### src/rtl/gravity_tick_gen.sv
// gravity_tick_gen: level-scaled gravity, soft-drop, hard-drop and pause move-down strobe generator
module gravity_tick_gen #(
  parameter int CNT_W       = 25,
  parameter int LEVEL_W     = 4,
  parameter int BASE_PERIOD = 20_000_000,
  parameter int LEVEL_STEP  = 1_250_000,
  parameter int MIN_PERIOD  = 2_000_000,
  parameter int SOFT_PERIOD = 3_000_000,
  parameter int HARD_GAP    = 1
) (
  input  logic               clk,
  input  logic               reset_n,
  input  logic               enable,
  input  logic [LEVEL_W-1:0] level,
  input  logic               down,
  input  logic               hard_drop,
  input  logic               landed,
  input  logic               restart,
  output logic               move_pulse,
  output logic [1:0]         mode
);
  localparam int PW = CNT_W + LEVEL_W + 1;
  localparam logic signed [PW-1:0] BASE_S = PW'(BASE_PERIOD);
  localparam logic signed [PW-1:0] STEP_S = PW'(LEVEL_STEP);
  localparam logic signed [PW-1:0] MIN_S = PW'(MIN_PERIOD);
  localparam logic [CNT_W-1:0] RST_PERIOD = CNT_W'(BASE_PERIOD > MIN_PERIOD ? BASE_PERIOD : MIN_PERIOD);
  localparam logic [CNT_W-1:0] SOFT_LAST = CNT_W'(SOFT_PERIOD - 1);
  localparam logic [CNT_W-1:0] HARD_LAST = CNT_W'(HARD_GAP - 1);
  typedef enum logic [1:0] {PAUSE = 2'd0, RUN = 2'd1, SOFT = 2'd2, HARD = 2'd3} state_t;
  state_t state, state_d;
  logic [CNT_W-1:0] cnt, cnt_d, period_q, period_d, p_cur, last;
  logic pulse_d, down_q, hard_q, down_rise, hard_rise, tick;
  logic signed [PW-1:0] lvl_s, p_raw;
  assign lvl_s = PW'(level);
  assign p_raw = BASE_S - lvl_s * STEP_S;
  assign p_cur = (p_raw < MIN_S) ? CNT_W'(MIN_PERIOD) : p_raw[CNT_W-1:0];
  assign down_rise = down & ~down_q;
  assign hard_rise = hard_drop & ~hard_q;
  assign last = (state == RUN) ? period_q - CNT_W'(1) : (state == SOFT) ? SOFT_LAST : HARD_LAST;
  assign tick = cnt >= last;
  assign mode = state;
  // next state, counter, latched period and pulse, in priority order
  always_comb begin
    state_d = state;
    cnt_d = cnt;
    period_d = period_q;
    pulse_d = 1'b0;
    if (restart) begin
      state_d = RUN;
      cnt_d = '0;
      period_d = p_cur;
    end else if (!enable) begin
      state_d = PAUSE;
    end else if (state == PAUSE) begin
      state_d = RUN;
      period_d = p_cur;
    end else if (state != HARD && hard_rise) begin
      state_d = HARD;
      cnt_d = '0;
      pulse_d = 1'b1;
    end else if (state == RUN && down_rise) begin
      state_d = SOFT;
      cnt_d = '0;
      pulse_d = 1'b1;
    end else if ((state == SOFT && !down) || (state == HARD && landed)) begin
      state_d = RUN;
      cnt_d = '0;
      period_d = p_cur;
    end else if (tick) begin
      cnt_d = '0;
      pulse_d = 1'b1;
      if (state == RUN) period_d = p_cur;
    end else begin
      cnt_d = cnt + CNT_W'(1);
    end
  end
  // state, counter, pulse and key-edge registers
  always_ff @(posedge clk or negedge reset_n) begin
    if (!reset_n) begin
      state <= RUN;
      cnt <= '0;
      period_q <= RST_PERIOD;
      move_pulse <= 1'b0;
      down_q <= 1'b0;
      hard_q <= 1'b0;
    end else begin
      state <= state_d;
      cnt <= cnt_d;
      period_q <= period_d;
      move_pulse <= pulse_d;
      down_q <= down;
      hard_q <= hard_drop;
    end
  end
endmodule

### config.mk
export PLATFORM = sky130hd
export DESIGN_NAME = gravity_tick_gen
export DESIGN_NICKNAME = d
export VERILOG_FILES = /design/src/rtl/gravity_tick_gen.sv
export SDC_FILE = /design/constraint.sdc
export NUM_CORES = 1
export LEC_CHECK = 0
export BUFFER_PORTS_ARGS = -buffer_cell sky130_fd_sc_hd__buf_2
export CAP_MARGIN = 15
export CORE_MARGIN = 2
export CORE_UTILIZATION = 60
export DETAILED_ROUTE_END_ITERATION = 16
export PLACE_DENSITY = 0.79
export SETUP_SLACK_MARGIN = 0.15
export SLEW_MARGIN = 20
export SYNTH_ARGS = -nofsm -noshare
export SYNTH_HDL_FRONTEND = slang
export SYNTH_SLANG_ARGS = --single-unit
### constraint.sdc
create_clock -name clk -period 5.3 [get_ports clk]
set_input_delay 0.265 -clock clk [delete_from_list [all_inputs] [get_ports clk]]
set_output_delay 0.265 -clock clk [all_outputs]
set_load 0.05 [all_outputs]
==> flow_metrics.env <==
export IMPL_worstPathArrival_ps=4840
export IMPL_period_needed_ps=4690
export IMPL_post_route_cells_drive_above_1_share=0.0919
export IMPL_worstPathRequired_ps=5450
export IMPL_grt_overflow=0
export IMPL_hold_buffer_count_at_cts=0
export IMPL_critical_path_max_fanout=15
export IMPL_via_per_inst=6.17
export IMPL_multi_input_comb_area_sq_um=3530
export IMPL_syn_inst=615
export IMPL_synth_top_cell_by_area="dfrtp_1"
export IMPL_worst_setup_path_start="level[2]"
export IMPL_synth_top_area_frac=0.210
export IMPL_synth_simple_area_share=0.214
export IMPL_clk_insertion_delay_late_ps=300
export IMPL_final_setup_tns_ps=0
export IMPL_globalRouteTotalUtil=0.260
export IMPL_grt_pass1_wl_microns=19300
export IMPL_finished_core_util=0.649
export IMPL_core_region_area_sq_um=8130
export IMPL_holdWs_ps=-14.9
export IMPL_htree_num_levels=2
export IMPL_synth_enable_flop_cells=0
export IMPL_ys_types=65
export IMPL_register_clock_pin_slew_on_the_reported_worst_setup_and_hold_paths_ps=90
export IMPL_outcome="finished with violations"
export IMPL_finalWeightedCongestion=0.953
export IMPL_crit_chain="buf_2 -> inv_1 -> ha_1 -> fa_1 -> inv_1 -> ha_1 -> o211ai_1 -> o21ai_1 -> a21oi_1 -> o21ai_1 -> xnor2_1 -> a2111oi_0 -> a31o_1 -> a31oi_1 -> o41ai_4 -> o21ai_0"
export IMPL_synth_top_family_by_area="compound AO/OA/AOI/OAI gates"
export IMPL_timing_critical_path_from_type="input port"
export IMPL_setup_viol=0
export IMPL_cts_tree="built"
export IMPL_cts_resized=0
export IMPL_violated_checks="negative hold slack"
export IMPL_tightest_slew_ps=819
export IMPL_number_of_buffers_created_by_cts=5
export IMPL_fillers=671
export IMPL_worst_setup_path_end_kind="flop"
export IMPL_netlist_area_sq_um=4990
export IMPL_synth_async_sr_flop_share=1.00
export IMPL_maxCapViolCount=0
export IMPL_slew_headroom=0.452
export IMPL_die_width_microns=95.2
export IMPL_grt_start_max_net_pins=52
export IMPL_rsz0062_at_grt="false"
export IMPL_postSynthRegisterBits=51
export IMPL_slowest_stage="o41ai_4"
export IMPL_synthToLayoutAreaGrowth_pct=5.64
export IMPL_synth_area_per_cell_sq_um=8.12
export IMPL_power_density_nw_per_um2=303
export IMPL_synth_xor_area_share=0.0872
export IMPL_number_of_primary_i_o_pins=14
export IMPL_detail_route_iter0_violations=159
export IMPL_cp_slowest_stage_delay_ps=780
export IMPL_cts_post_setup_buffers_inserted=0
export IMPL_drcViolationCount=0
export IMPL_compound_cell_area_share_of_the_yosys_netlist=0.257
export IMPL_initial_utilization=0.614
export IMPL_clkSinkCount=51
export IMPL_num_vias=4470
export IMPL_hold_viol_final=30
export IMPL_maxSlewViolCount=0
export IMPL_peakVddDrop_mv=0.148
export IMPL_leakage_nw=2.39
export IMPL_use_met2=0.472
export IMPL_synth_adder_area_share=0.146
export IMPL_critical_path_top_delay_family="compound AO/OA/AOI/OAI gates"
export IMPL_max_freq_mhz=213
export IMPL_register_area_sq_um=1290
export IMPL_residual_antenna_violating_net_count_after_detailed_routing=0
export IMPL_clock_tree_root_cell="clkbuf_8"
export IMPL_synth_seq_area_share=0.258
export IMPL_drt_first_pass_iters=4
export IMPL_fin_ws_ps=609
export IMPL_row_count=33
export IMPL_dp_final_hpwl_microns=8730
export IMPL_groute_layer_met1_usage=0.317
export IMPL_vias_in_the_first_global_route=4335
export IMPL_muxShareOfSynthArea=0.00200
export IMPL_worstReg2RegStart="period_q[6]"
export IMPL_busiest_layer="met2"
export IMPL_pre_cts_slack_ps=391
export IMPL_cp_num_buf_inv=3
export IMPL_die_y_microns=95.2
export IMPL_cts_buffer_depth=2
export IMPL_routed_wire_length_per_instance_microns=15.7
export IMPL_hold_path_class="in -> async"
export IMPL_path_class="in -> reg"
export IMPL_dpl_cell_count=717
export IMPL_port_buffers=13
export IMPL_yosys_warnings=0
export IMPL_antennaDiodeCount=0
export IMPL_stdcell_count=725
export IMPL_synthTopCellsByArea="dfrtp_1 21%, ha_1 14%, nand2_1 5.9%"
export IMPL_grt_antenna_before_repair=0
export IMPL_ys_flop_type="dfrtp_1"
export IMPL_die_area_sq_um=9070
export IMPL_drt_total_wl_microns=11300
export IMPL_grt_use_met3=0.0300
export IMPL_mappedNetlistNets=683
export IMPL_final_setup_skew_ps=5.74
export IMPL_fin_nets=687
export IMPL_layout_worst_path_cycle_share=0.885
[path summary, 6_finish.rpt]
| check | to | cells past startpoint | slack (ps) |
|---|---|---|---|
| worst max-delay path | period_q[6] | 16 | 610 |
| worst min-delay path | cnt[20] | 1 | -10 |
| worst max register to register | period_q[19] | 16 | 690 |
| worst min register to register | period_q[16] | 2 | 480 |
| max in group asynchronous | down_q | 1 | 4890 |
| min in group clk | hard_q | 1 | 80 |
[layout make-up]
class                   instances  share of cell area
repair buffers                 19              0.0213
well taps                     105              0.0249
clock inverters                 2              0.0114
clock buffers                   6              0.0138
inverters                      23              0.0164
multi-input cells             519               0.668
flip-flops and latches         51               0.244
[cell usage after synthesis, drive strengths merged, types with 2 or more instances]
library cell  number
a211oi             8
a21boi             2
a21o              16
a21oi             38
a22o               3
a22oi              4
a31o               3
a31oi              6
and2               7
and3              16
buf                6
clkbuf            16
dfrtp             42
dfstp              9
fa                 2
ha                55
inv               23
nand2             78
nand2b             6
nand3             18
nand3b             2
nand4              6
nand4b             2
nor2              52
nor2b              2
nor3              10
nor3b              5
nor4               6
o2111ai            2
o211ai             6
o21a               4
o21ai             62
o21bai             4
o22a               8
o22ai              2
o311ai             3
o31a               3
o31ai              9
or2                6
or3                5
or4b               2
xnor2             29
xor2              19
[logic make-up (layout without fill, tap and decap cells)]
group                      Yosys count  count (layout)
and+or+nand+nor                    224             224
AOI/OAI and AO/OA                  189             189
adders and majority gates           57              57
DFF                                 51              51
xor gates and xnor gates            48              48
buffers and inverters               45              50
muxes                                1               1
[flip-flops by register name, summed over array words and instances, names as in the netlist]
name	cells
mode	2
cnt	25
down_q	1
hard_q	1
move_pulse	1
period_q	21
[through the flow]
step	instance area [sq um]	total power, mW
2_1_floorplan	4990	1.12
3_3_place_gp	5140	1.25
3_5_place_dp	5140	1.28
4_1_cts	5270	1.60
5_1_grt	5280	1.72
6_report	5280	1.60
[worst register-to-register path, cell delays in order, from the launching register on]
cell and delay, ps:
dfrtp_1 440, nor3_1 290, nor3b_1 400, nand2_1 220, or3_1 430, xor2_1 150
a21o_1 180, ha_1 270, nand4_1 100, or2_2 340, nor4_1 300, a221o_1 220
o21a_1 190, nand2_1 80, o21ai_1 360, o41ai_4 290, o22a_1 240
[cell usage in the layout (no fill, tap or decap), types with 8 or more instances in the layout]
| cell | count |
|---|---|
| xor2_1 | 18 |
| dfstp_2 | 9 |
| inv_1 | 23 |
| nor2_1 | 52 |
| buf_2 | 12 |
| nand3_1 | 18 |
| o31ai_1 | 9 |
| a21oi_1 | 37 |
| dfrtp_1 | 42 |
| o21ai_0 | 50 |
| a21o_1 | 16 |
| ha_1 | 55 |
| xnor2_1 | 28 |
| nor3_1 | 10 |
| and3_1 | 16 |
| o22a_1 | 8 |
| nand2_1 | 78 |
| o21ai_1 | 12 |
[report_power, final]
part / switching, mW / internal (mW)
Sequential: 0.0903 / 0.478
Combinational: 0.415 / 0.304
Clock: 0.124 / 0.189
[metal layers]
layer	vias up	wire length, microns	share of wire
li1	2229	-	-
met1	2133	4980	0.44
met2	92	5870	0.52
met3	16	286	0.025
met4	0	215	0.019
met5	-	0	0
No activity file was read; power rests on OpenSTA's default activity.
